[config.mk]
export PLATFORM = sky130hd
export DESIGN_NAME = sram_port_arbiter_flat
export DESIGN_NICKNAME = d
export VERILOG_FILES = /design/src/rtl/sram_port_arbiter_if.sv /design/src/rtl/sram_port_arbiter.sv /design/src/flat_wrapper.sv
export SDC_FILE = /design/constraint.sdc
export NUM_CORES = 1
export LEC_CHECK = 0
export BUFFER_PORTS_ARGS = -buffer_cell sky130_fd_sc_hd__clkbuf_2
export CAP_MARGIN = 20
export CORE_AREA = 2 2 105 107
export CTS_CLUSTER_SIZE = 24
export DETAILED_ROUTE_END_ITERATION = 12
export DIE_AREA = 0 0 107 109
export PLACE_DENSITY = 0.56
export SKIP_LAST_GASP = 1
export SYNTH_ARGS = -nofsm -noshare
export SYNTH_HDL_FRONTEND = slang
export SYNTH_SLANG_ARGS = --single-unit
[constraint.sdc]
create_clock -name clk -period 1.74 [get_ports clk]
set_input_delay 0.174 -clock clk [delete_from_list [all_inputs] [get_ports clk]]
set_output_delay 0.174 -clock clk [all_outputs]
set_load 0.02 [all_outputs]
[src/rtl/sram_port_arbiter_if.sv]
// -----------------------------------------------------------------------------
// sram_port_arbiter_if
//   Bundles the three buses around the SRAM port arbiter: the IF-stage fetch
//   port, the MEM-stage data port, and the single-port SRAM port.
//
//   Parameters
//     ADDR_W  address width of both CPU ports and the SRAM
//     DATA_W  data width; byte-enable width is DATA_W/8
//
//   Modports
//     slave   arbiter view: receives fetch/data requests and SRAM read data,
//             drives handshakes, read data and the SRAM command
//     master  environment view (CPU pipeline + SRAM): the mirror image
// -----------------------------------------------------------------------------
interface sram_port_arbiter_if #(
    parameter int unsigned ADDR_W = 32,
    parameter int unsigned DATA_W = 32
);
    localparam int unsigned BE_W = DATA_W / 8;

    // Fetch port
    logic              inst_req;
    logic [ADDR_W-1:0] inst_addr;
    logic              inst_addr_ok;
    logic              inst_data_ok;
    logic [DATA_W-1:0] inst_rdata;

    // Data port
    logic              data_req;
    logic [BE_W-1:0]   data_wen;
    logic [ADDR_W-1:0] data_addr;
    logic [DATA_W-1:0] data_wdata;
    logic              data_addr_ok;
    logic              data_data_ok;
    logic [DATA_W-1:0] data_rdata;

    // SRAM port
    logic              sram_en;
    logic [BE_W-1:0]   sram_wen;
    logic [ADDR_W-1:0] sram_addr;
    logic [DATA_W-1:0] sram_wdata;
    logic [DATA_W-1:0] sram_rdata;

    modport slave (
        input  inst_req, inst_addr,
        output inst_addr_ok, inst_data_ok, inst_rdata,
        input  data_req, data_wen, data_addr, data_wdata,
        output data_addr_ok, data_data_ok, data_rdata,
        output sram_en, sram_wen, sram_addr, sram_wdata,
        input  sram_rdata
    );

    modport master (
        output inst_req, inst_addr,
        input  inst_addr_ok, inst_data_ok, inst_rdata,
        output data_req, data_wen, data_addr, data_wdata,
        input  data_addr_ok, data_data_ok, data_rdata,
        input  sram_en, sram_wen, sram_addr, sram_wdata,
        output sram_rdata
    );
endinterface

[src/rtl/sram_port_arbiter.sv]
// -----------------------------------------------------------------------------
// sram_port_arbiter
//   Shares one synchronous single-port SRAM between the IF-stage fetch port
//   and the MEM-stage data port. At most one request is granted per cycle
//   (combinational addr_ok); the response (data_ok) follows exactly one cycle
//   later, so a new grant can overlap the previous response (1 op/cycle).
//   Data requests win, except that after STARVE_MAX consecutive data grants
//   with a fetch waiting, the fetch is granted.
//
//   Parameters
//     ADDR_W      address width
//     DATA_W      data width (byte enables = DATA_W/8)
//     STARVE_MAX  data grants tolerated while a fetch waits (>= 1)
//     CNT_W       performance counter width (only with ARB_PERF_EN)
//
//   Ports
//     clk     rising-edge clock
//     reset   synchronous active-high reset
//     cancel  pipeline flush: blocks grants and drops the response due now
//     bus     sram_port_arbiter_if.slave (fetch, data and SRAM buses)
//     perf_inst_grants / perf_data_grants / perf_conflicts
//             wrapping event counters, present only with ARB_PERF_EN
//
//   Build option
//     `define ARB_PERF_EN  adds the CNT_W parameter and the perf_* outputs
// -----------------------------------------------------------------------------
module sram_port_arbiter #(
    parameter int unsigned ADDR_W     = 32,
    parameter int unsigned DATA_W     = 32,
    parameter int unsigned STARVE_MAX = 4
`ifdef ARB_PERF_EN
    ,
    parameter int unsigned CNT_W      = 32
`endif
) (
    input  logic                   clk,
    input  logic                   reset,
    input  logic                   cancel,
    sram_port_arbiter_if.slave     bus
`ifdef ARB_PERF_EN
    ,
    output logic [CNT_W-1:0]       perf_inst_grants,
    output logic [CNT_W-1:0]       perf_data_grants,
    output logic [CNT_W-1:0]       perf_conflicts
`endif
);
    localparam int unsigned BE_W     = DATA_W / 8;
    localparam int unsigned STREAK_W = $clog2(STARVE_MAX + 1);

    // Who owns the response returning from the SRAM this cycle.
    typedef enum logic [1:0] {
        OWN_NONE,
        OWN_INST,
        OWN_DATA
    } owner_t;

    owner_t              owner_q, owner_d;
    logic [STREAK_W-1:0] streak_q, streak_d;

    logic                gnt_inst;
    logic                gnt_data;
    logic                starved;

    logic                sram_en_d;
    logic [BE_W-1:0]     sram_wen_d;
    logic [ADDR_W-1:0]   sram_addr_d;
    logic [DATA_W-1:0]   sram_wdata_d;

    assign starved = (streak_q == STREAK_W'(STARVE_MAX));

    // -------------------------------------------------------------------------
    // Grant selection, response ownership and starvation streak
    // -------------------------------------------------------------------------
    always_comb begin
        gnt_inst = 1'b0;
        gnt_data = 1'b0;
        owner_d  = OWN_NONE;
        streak_d = streak_q;

        if (!reset && !cancel) begin
            if (bus.inst_req && (!bus.data_req || starved)) begin
                gnt_inst = 1'b1;
            end else if (bus.data_req) begin
                gnt_data = 1'b1;
            end
        end

        if (gnt_inst) begin
            owner_d = OWN_INST;
        end else if (gnt_data) begin
            owner_d = OWN_DATA;
        end

        // The streak only measures an uninterrupted wait of a live fetch;
        // a flush or reset also ends that wait.
        if (reset || cancel || !bus.inst_req || gnt_inst) begin
            streak_d = '0;
        end else if (gnt_data && !starved) begin
            streak_d = streak_q + STREAK_W'(1);
        end
    end

    always_ff @(posedge clk) begin
        if (reset) begin
            owner_q  <= OWN_NONE;
            streak_q <= '0;
        end else begin
            owner_q  <= owner_d;
            streak_q <= streak_d;
        end
    end

    // -------------------------------------------------------------------------
    // SRAM command: driven from the granted port, idle (all zero) otherwise
    // -------------------------------------------------------------------------
    always_comb begin
        sram_en_d    = 1'b0;
        sram_wen_d   = '0;
        sram_addr_d  = '0;
        sram_wdata_d = '0;

        if (gnt_inst) begin
            sram_en_d   = 1'b1;
            sram_addr_d = bus.inst_addr;
        end else if (gnt_data) begin
            sram_en_d    = 1'b1;
            sram_wen_d   = bus.data_wen;
            sram_addr_d  = bus.data_addr;
            sram_wdata_d = bus.data_wdata;
        end
    end

    assign bus.sram_en    = sram_en_d;
    assign bus.sram_wen   = sram_wen_d;
    assign bus.sram_addr  = sram_addr_d;
    assign bus.sram_wdata = sram_wdata_d;

    // -------------------------------------------------------------------------
    // Handshakes. Responses are masked combinationally by reset and cancel so
    // an in-flight response is dropped in the very cycle it would appear.
    // -------------------------------------------------------------------------
    assign bus.inst_addr_ok = gnt_inst;
    assign bus.data_addr_ok = gnt_data;
    assign bus.inst_data_ok = (owner_q == OWN_INST) && !cancel && !reset;
    assign bus.data_data_ok = (owner_q == OWN_DATA) && !cancel && !reset;

    // Read data is a straight pass-through; only data_ok qualifies it.
    assign bus.inst_rdata = bus.sram_rdata;
    assign bus.data_rdata = bus.sram_rdata;

`ifdef ARB_PERF_EN
    // -------------------------------------------------------------------------
    // Performance counters (wrap naturally at 2^CNT_W)
    // -------------------------------------------------------------------------
    logic [CNT_W-1:0] perf_inst_q, perf_inst_d;
    logic [CNT_W-1:0] perf_data_q, perf_data_d;
    logic [CNT_W-1:0] perf_conf_q, perf_conf_d;

    always_comb begin
        perf_inst_d = perf_inst_q + CNT_W'(gnt_inst);
        perf_data_d = perf_data_q + CNT_W'(gnt_data);
        perf_conf_d = perf_conf_q + CNT_W'(bus.inst_req && bus.data_req && !cancel);
    end

    always_ff @(posedge clk) begin
        if (reset) begin
            perf_inst_q <= '0;
            perf_data_q <= '0;
            perf_conf_q <= '0;
        end else begin
            perf_inst_q <= perf_inst_d;
            perf_data_q <= perf_data_d;
            perf_conf_q <= perf_conf_d;
        end
    end

    assign perf_inst_grants = perf_inst_q;
    assign perf_data_grants = perf_data_q;
    assign perf_conflicts   = perf_conf_q;
`endif

    // -------------------------------------------------------------------------
    // Structural invariants
    // -------------------------------------------------------------------------
    a_one_grant: assert property (@(posedge clk) disable iff (reset)
        !(bus.inst_addr_ok && bus.data_addr_ok));

    a_streak_bound: assert property (@(posedge clk) disable iff (reset)
        streak_q <= STREAK_W'(STARVE_MAX));

endmodule

[src/flat_wrapper.sv]
// flat-port wrapper written by rule: the top's interface ports become plain ports
module sram_port_arbiter_flat 
#(
    parameter int unsigned ADDR_W     = 32,
    parameter int unsigned DATA_W     = 32,
    parameter int unsigned STARVE_MAX = 4

)
  (clk, reset, cancel, bus_inst_req, bus_inst_addr, bus_inst_addr_ok, bus_inst_data_ok, bus_inst_rdata, bus_data_req, bus_data_wen, bus_data_addr, bus_data_wdata, bus_data_addr_ok, bus_data_data_ok, bus_data_rdata, bus_sram_en, bus_sram_wen, bus_sram_addr, bus_sram_wdata, bus_sram_rdata);
  sram_port_arbiter_if #(.ADDR_W(ADDR_W), .DATA_W(DATA_W)) bus_i ();
  input  logic clk;
  input  logic reset;
  input  logic cancel;
  input wire logic [$bits(bus_i.inst_req)-1:0] bus_inst_req;
  input wire logic [$bits(bus_i.inst_addr)-1:0] bus_inst_addr;
  output wire logic [$bits(bus_i.inst_addr_ok)-1:0] bus_inst_addr_ok;
  output wire logic [$bits(bus_i.inst_data_ok)-1:0] bus_inst_data_ok;
  output wire logic [$bits(bus_i.inst_rdata)-1:0] bus_inst_rdata;
  input wire logic [$bits(bus_i.data_req)-1:0] bus_data_req;
  input wire logic [$bits(bus_i.data_wen)-1:0] bus_data_wen;
  input wire logic [$bits(bus_i.data_addr)-1:0] bus_data_addr;
  input wire logic [$bits(bus_i.data_wdata)-1:0] bus_data_wdata;
  output wire logic [$bits(bus_i.data_addr_ok)-1:0] bus_data_addr_ok;
  output wire logic [$bits(bus_i.data_data_ok)-1:0] bus_data_data_ok;
  output wire logic [$bits(bus_i.data_rdata)-1:0] bus_data_rdata;
  output wire logic [$bits(bus_i.sram_en)-1:0] bus_sram_en;
  output wire logic [$bits(bus_i.sram_wen)-1:0] bus_sram_wen;
  output wire logic [$bits(bus_i.sram_addr)-1:0] bus_sram_addr;
  output wire logic [$bits(bus_i.sram_wdata)-1:0] bus_sram_wdata;
  input wire logic [$bits(bus_i.sram_rdata)-1:0] bus_sram_rdata;
  assign bus_i.inst_req = bus_inst_req;
  assign bus_i.inst_addr = bus_inst_addr;
  assign bus_inst_addr_ok = bus_i.inst_addr_ok;
  assign bus_inst_data_ok = bus_i.inst_data_ok;
  assign bus_inst_rdata = bus_i.inst_rdata;
  assign bus_i.data_req = bus_data_req;
  assign bus_i.data_wen = bus_data_wen;
  assign bus_i.data_addr = bus_data_addr;
  assign bus_i.data_wdata = bus_data_wdata;
  assign bus_data_addr_ok = bus_i.data_addr_ok;
  assign bus_data_data_ok = bus_i.data_data_ok;
  assign bus_data_rdata = bus_i.data_rdata;
  assign bus_sram_en = bus_i.sram_en;
  assign bus_sram_wen = bus_i.sram_wen;
  assign bus_sram_addr = bus_i.sram_addr;
  assign bus_sram_wdata = bus_i.sram_wdata;
  assign bus_i.sram_rdata = bus_sram_rdata;
  sram_port_arbiter #(.ADDR_W(ADDR_W), .DATA_W(DATA_W), .STARVE_MAX(STARVE_MAX)) u_core (.clk(clk), .reset(reset), .cancel(cancel), .bus(bus_i));
endmodule
### Word-level counts from Yosys, hierarchy flattened

Index checks and enable logic that the tools add are counted.

| cells by class | value |
|---|---|
| $add $sub $neg | 1 |
| equal/unequal tests | 3 |
| multiplexer cells | 15 |
| reductions and logical operators | 18 |

Operators by type and width:

| cell | count |
|---|---|
| 2-to-1 mux 32 bit | 4 |
| 2-to-1 mux 1 bit | 8 |
| 2-to-1 mux 4 bit | 2 |
| logical AND 1 bit | 7 |
| logical NOT 1 bit | 5 |
| logical OR 1 bit | 4 |
| OR reduction 2 bit | 2 |
| adder 3 x 1 -> 3 bit, second input constant | 1 |
| equality test 3 bit, second input constant | 1 |
| equality test 2 x 1 -> 1 bit, second input constant | 1 |
| equality test 2 bit, second input constant | 1 |
| 2-to-1 mux 2 bit | 1 |

| storage, ports and cells | value |
|---|---|
| register bits | 5 |
| input bits | 137 |
| output and inout port bits | 137 |
| word-level logic and storage cells | 40 |

### Longest topological paths before layout

Gate-level depths: netlist of the first run.

| logic depth | value |
|---|---|
| depth after elaboration | 7 |
| mapped depth | 8 |
| mapped depth without buffers | 5 |

### Least setup slack after synthesis of the first run

OpenSTA, ideal clock, no wires.

| timing | value |
|---|---|
| kind | flip-flop to output port |
| from | register u_core.streak_q[0] |
| to | output bus_sram_addr[22] |
| arrival time | 1447 ps |
| data required time | 1566 ps |
| slack | 119 ps |
| stages on the path, launching flop included | 8 |
| path buffers | 2 |
| path through | dfxtp_1 > inv_1 > ha_1 > a21boi_2 > and3b_1 > buf_2 > buf_6 > a22o_1 |

| on the way | value |
|---|---|
| elaborated cells between the ends (all ways) | 9 |
| classes of those cells | eq/ne: 1; mux: 6; reduce/logical: 2 |

RTL lines:

| element | line | RTL |
|---|---|---|
| start, declared | sram_port_arbiter.sv:58 | `logic [STREAK_W-1:0] streak_q, streak_d;` |
| start signal, assigned | sram_port_arbiter.sv:109 | `streak_q <= streak_d;` |
| equality test 3 bit | sram_port_arbiter.sv:69 | `assign starved = (streak_q == STREAK_W'(STARVE_MAX));` |
| logical OR 1 bit | sram_port_arbiter.sv:81 | `if (bus.inst_req && (!bus.data_req \|\| starved)) begin` |
| logical AND 1 bit | sram_port_arbiter.sv:81 |  |
| 2-to-1 mux 1 bit | sram_port_arbiter.sv:81 |  |
| 2-to-1 mux 1 bit | sram_port_arbiter.sv:80 | `if (!reset && !cancel) begin` |
| via bus_inst_addr_ok | flat_wrapper.sv:16 | `output wire logic [$bits(bus_i.inst_addr_ok)-1:0] bus_inst_addr_ok;` |
| 2-to-1 mux 32 bit | sram_port_arbiter.sv:122 | `if (gnt_inst) begin` |
| end, declared | flat_wrapper.sv:28 | `output wire logic [$bits(bus_i.sram_addr)-1:0] bus_sram_addr;` |

The timed path passes the listed nets, and every way through them passes these cells.

### Final worst setup path of the first run

| timing | value |
|---|---|
| from | register u_core.streak_q[1] |
| to | output bus_sram_addr[20] |

| on the way | value |
|---|---|
| longest elaborated chain between the ends | 7 |
| elaborated cells between the ends (all ways) | 9 |
| classes of those cells | eq/ne: 1; mux: 6; reduce/logical: 2 |

Ends and longest elaborated chain:

| element | line | RTL |
|---|---|---|
| equality test 3 bit * | sram_port_arbiter.sv:69 |  |
| logical OR 1 bit * | sram_port_arbiter.sv:81 |  |
| logical AND 1 bit * | sram_port_arbiter.sv:81 |  |
| 2-to-1 mux 1 bit | sram_port_arbiter.sv:81 |  |
| 2-to-1 mux 1 bit | sram_port_arbiter.sv:80 |  |
| 2-to-1 mux 32 bit | sram_port_arbiter.sv:125 | `end else if (gnt_data) begin` |
| 2-to-1 mux 32 bit * | sram_port_arbiter.sv:122 |  |

Mark *: on every way between the ends. The rest lies on a longest branch, timed or not.

==> results.yml, run 1 <==
sta:
  slew_viol_final: 0
  final.period_utilization: 1.09
  fin_skew_ns: 0.000417
  tightest_slew_ns: 0.264
  fmax_mhz: 529
  hold_viol_final: 0
  setup_ws_ns: -0.149
  fin_crit_ns: 1.89
  rsz0062_at_grt: "yes"
  setup_viol: 65
  slew-limit-headroom: 0.822
  holdWs_ns: 0.251
final_layout:
  finalNetCount: 438
  final-seq-area_um2: 103
  drive_above_1_share: 0.839
  finalNonFillerCells: 438
  diodes: 0
  num-fill-cells: 1135
  multi_input_area_um2: 747
  final_util: 0.261
  area_delta_synth_final_pct: 106
pwr:
  p_leak_uw: 0.00147
  ir_drop_mv: 0.234
  cellPowerDensity_nw_per_um2: 300
  fin_total_pwr_uw: 831
global_routing:
  grt_overflow: 0
  grt_use_total: 0.0913
  grt_max_degree: 21
  grt_pass1_wl_um: 8250
  antenna_found_initial: 0
  grt_pass1_vias: 1612
clock_tree:
  cts_hold_buf: 0
  cts_tree: "yes"
  cts_max_path_buffers: 2
  cts_max_level: 1
  cts-root-buf: "clkbuf_8"
  cts_made_buffers: 3
  cts_sinks: 5
  clock_latency_ns: 0.22
  clk_pin_slew_ns: 0.04
floorplan:
  ioPinCount: 274
  die_h_um: 109
  fp.dieW_um: 107
  core_area_um2: 10600
  start_util: 0.127
  dieArea_um2: 11700
  rows: 38
synthesis:
  ys_ff_latch: 5
  yosysUniqueCellTypes: 19
  ys_seq_area_frac: 0.0743
  yosys_warnings: 0
  syn-cell-area_um2: 1350
  syn-num-nets: 308
  postSynthAreaPerCell_um2: 7.97
  synthCells: 169
setup_path:
  crit_path_cell_trace: "inv_2 -> ha_4 -> nand3_2 -> and3_4 -> buf_12 -> buf_12 -> a22o_1 -> clkbuf_4"
  critPathMaxStageDelay_ns: 0.31
  cp_slowest_cell: "dfxtp_2"
  crit_type: "reg2out"
  cp.arrival_ns: 1.72
  endpoint_kind: "output port"
  r2r_slack_ns: 0.39
  startpoint_type: "flop"
  crit_path_frequent_cell: "buf_12"
  worstPathRequired_ns: 1.57
  worstPathMaxFanout: 7
place:
  portBuffers: 177
  post-dp-hpwl_um: 3870
  dp_cells: 414
  gp_congestion: 0.675
  dp_slack_ns: 0.00733
route:
  wl_per_cell_um: 14.2
  vias_per_cell: 3.71
  dr.max_layer_used: "met4"
  route.detailed.drc: 0
  num_vias: 1625
  routed-wl-met2_um: 3120
  wl_met1_um: 2560
  drt_iter0_markers: 46
  ant_nets: 0
  wl_met3_um: 413
  dr.pass1.iters: 4
  drt-total-wl_um: 6220
worst_hold_path:
  hp-class: "in2reg"
flow_run:
  drv_cap: 0
outcome:
  outcome: "complete, but fails checks"
  violations: "setup timing"
==> Yosys cell counts, drive strengths merged <==
cell | count | area [um^2]
a21boi | 1 | 11.3
a22o | 32 | 280
and2 | 36 | 250
and3 | 2 | 12.5
and3b | 2 | 17.5
buf | 75 | 573
clkbuf | 1 | 3.75
dfxtp | 5 | 100
ha | 2 | 25.0
inv | 3 | 11.3
nand3 | 2 | 10.0
nor2 | 4 | 17.5
nor4b | 2 | 17.5
o21a | 1 | 7.51
xnor2 | 1 | 8.76
==> stage by stage <==
stage,setup TNS (ns),cell area [um^2]
floorplan,0,1350
global placement,0,1890
detailed placement,0,1890
CTS,-4.33,2550
global route,-9.26,2770
finish,-4.27,2770
==> cell usage in the layout, fill, tap and decap left out, drive strengths merged <==
cell type	synthesis	layout
dfxtp	5	5
nor2	4	4
xnor2	1	1
and3	2	2
a22o	32	32
nand3	2	2
o21a	1	1
clkbuf	1	132
nor4b	2	2
and2	36	36
and3b	2	2
ha	2	2
inv	3	3
a21boi	1	1
buf	75	73
==> metal layers <==
layer,vias to the layer above,GRT usage
li1,770,-
met3,17,0.0167
met4,0,0.0334
met5,-,0
met1,758,0.115
met2,80,0.156
==> state kept, by name (all words and copies together), names as in the netlist <==
signal and flops:
u_core.streak_q 3, u_core.owner_q 2
==> what timing repair did <==
action	4_1_cts	5_1_grt
pin swaps	17	26
setup buffers	10	1
gates resized for setup	105	82
cloned	6	4
setup endpoints to repair	70	69
==> kinds of logic (layout without fill, tap and decap cells) <==
logic type / Yosys count / count (layout) / share of synthesized area
DFF: 5 / 5 / 0.0744
adders and majority gates: 2 / 2 / 0.0186
and+or+nand+nor: 48 / 48 / 0.242
buffers and inverters: 79 / 208 / 0.437
AOI/OAI and AO/OA: 34 / 34 / 0.222
xor gates and xnor gates: 1 / 1 / 0.00651
==> critical path: cells and delay by family (launching register included) <==
family | cells | cell delay [ns]
AND/OR/NAND/NOR | 2 | 0.28
buffers and inverters | 4 | 0.52
adder cells (fa/ha/maj) | 1 | 0.14
AO/OA/AOI/OAI | 1 | 0.23
flip-flops | 1 | 0.31
==> path summary, 6_finish.rpt <==
check	to	startpoint	cells after the start
setup / recovery	bus_sram_addr[20]	u_core.streak_q[1]$_SDFFE_PP0P_	8
hold / removal	u_core.owner_q[1]$_SDFF_PP0_	bus_data_req	2
setup reg to reg	u_core.streak_q[0]$_SDFFE_PP0P_	u_core.streak_q[1]$_SDFFE_PP0P_	9
hold reg to reg	u_core.streak_q[0]$_SDFFE_PP0P_	u_core.streak_q[0]$_SDFFE_PP0P_	2
==> power breakdown <==
group          internal (uW)  switching, uW  leakage, uW
logic                    286            210      0.00140
clock network            157           58.4    0.0000228
registers                118           1.24    0.0000416
total                    561            269      0.00147
==> area by class of cell <==
type                            count  share of cell area
Timing Repair Buffer              201               0.610
Multi-Input combinational cell     85               0.270
Clock buffer                        4              0.0163
Inverter                            3             0.00406
Sequential cell                     5              0.0370
Tap cell                          140              0.0632
Note: power is estimated with default switching activity, not from simulation.
==> inputs of run 2 (changes only) <==
Settings changed: PLACE_DENSITY 0.56 to 0.51, REMOVE_ABC_BUFFERS set to 1.
==> results.yml, run 2 (synthesized netlist as in run 1, its figures left out) <==
route:
  drt-total-wl_um: 8560
  wl_met3_um: 1850
  num_vias: 1738
  dr.max_layer_used: "met5"
  wl_per_cell_um: 19.9
  route.detailed.drc: 0
  wl_met1_um: 2980
  vias_per_cell: 4.04
  dr.pass1.iters: 4
  ant_nets: 0
  drt_iter0_markers: 49
  routed-wl-met2_um: 3620
pwr:
  cellPowerDensity_nw_per_um2: 307
  ir_drop_mv: 0.299
  p_leak_uw: 0.00139
  fin_total_pwr_uw: 809
final_layout:
  mostFrequentLayoutCells: "clkbuf_2, a22o_1, buf_6"
  area_delta_synth_final_pct: 95.9
  drive_above_1_share: 0.803
  final_common_cell: "clkbuf_2"
  diodes: 0
  largest_reg_flops: 3
  num-fill-cells: 1132
  finalNetCount: 430
  top_regs: "u_core.streak_q: 3 flops, u_core.owner_q: 2 flops"
  largest_register: "u_core.streak_q"
sta:
  tightest_slew_ns: 0.352
  slew_viol_final: 0
  final.period_utilization: 1.07
  hold_viol_final: 0
  setup_tns_ns: -3.48
  setup_viol: 49
  rsz0062_at_grt: "yes"
  fmax_mhz: 536
  setup_ws_ns: -0.126
  slew-limit-headroom: 0.762
  fin_skew_ns: 0.00330
  fin_crit_ns: 1.87
worst_hold_path:
  hp-class: "in2reg"
  min_to: "u_core.owner_q[1]$_SDFF_PP0_"
  hp-start: "bus_data_req"
  min_path_cells: 2
setup_path:
  startpoint_type: "flop"
  endpoint_kind: "output port"
  r2r_end: "u_core.streak_q[2]$_SDFFE_PP0P_"
  startpoint: "u_core.streak_q[1]$_SDFFE_PP0P_"
  r2r_slack_ns: 0.55
  reg2regPathDepth: 7
  worstReg2RegStart: "u_core.streak_q[1]$_SDFFE_PP0P_"
  cp.arrival_ns: 1.69
  worstPathMaxFanout: 6
  worstPathRequired_ns: 1.57
  crit_type: "reg2out"
floorplan:
  rows: 38
  fp.dieW_um: 107
  core_area_um2: 10600
  die_h_um: 109
  ioPinCount: 274
  start_util: 0.127
  dieArea_um2: 11700
clock_tree:
  cts_sinks: 5
  clk_pin_slew_ns: 0.04
  cts_max_path_buffers: 2
  cts_hold_buf: 0
  clock_latency_ns: 0.22
  cts_tree: "yes"
  cts-root-buf: "clkbuf_8"
  cts_made_buffers: 3
  cts_max_level: 1
flow_run:
  drv_cap: 0
global_routing:
  grt_max_degree: 26
  grt_pass1_wl_um: 10300
  grt_use_total: 0.125
  antenna_found_initial: 0
  grt_overflow: 0
  grt_pass1_vias: 1579
place:
  dp_slack_ns: -0.0172
  post-dp-hpwl_um: 6450
  gp_congestion: 0.706
  portBuffers: 177
outcome:
  outcome: "complete, but fails checks"
  violations: "setup timing"
[run 2: how the worst max path moves through the flow]
stage,to,slack [ns]
final,bus_sram_addr[31],-0.13
after global routing,bus_sram_addr[31],-0.18
after CTS,bus_sram_addr[21],-0.12
after detailed placement,bus_sram_addr[21],-0.02
after global placement,bus_sram_addr[21],0.03
after floorplan,bus_sram_addr[0],-0.75
[run 2: timing repair]
action | 4_1_cts | 5_1_grt
resized for setup | 68 | 116
buffers inserted | 3 | 1
pin swaps | 11 | 22
gates cloned | 4 | 4
setup endpoints to repair | 70 | 68
[run 2: where the power goes]
group	switching, uW	leakage, uW	internal (uW)
clock	59.7	0.0000228	157
sequential	1.13	0.0000416	118
combinational	203	0.00132	271
total	263	0.00139	546
[run 2: layout make-up]
| type | instances | area, um^2 | share of cell area |
|---|---|---|---|
| tap | 140 | 175 | 0.0664 |
| sequential | 5 | 103 | 0.0389 |
| inverter | 3 | 11.3 | 0.00427 |
| clock buffer | 4 | 45.0 | 0.0171 |
| timing repair buffer | 193 | 1570 | 0.595 |
| multi-input combinational | 85 | 733 | 0.278 |
[run 2: per-layer routing]
metal / vias up / track usage
met5: - / 0.0848
li1: 752 / -
met1: 763 / 0.122
met2: 214 / 0.187
met3: 7 / 0.127
met4: 2 / 0.0111
[run 2: metrics by stage]
| stage | area (um^2) | hold WS [ns] | utilization | instances |
|---|---|---|---|---|
| after floorplan | 769 | 0.320 | - | 93 |
| after global placement | 1900 | 0.348 | 0.179 | 414 |
| after detailed placement | 1900 | 0.348 | 0.179 | 414 |
| after CTS | 2320 | 0.225 | 0.219 | 425 |
| after global routing | 2640 | 0.265 | 0.249 | 430 |
| final | 2640 | 0.239 | 0.249 | 430 |
[run 2: worst max-delay path, stage by stage (launching register included)]
cell       delay, ns
dfxtp_2         0.33
inv_2           0.04
ha_4            0.16
a21boi_2        0.15
and3b_4         0.28
clkbuf_16       0.18
a22o_1          0.19
buf_6           0.13
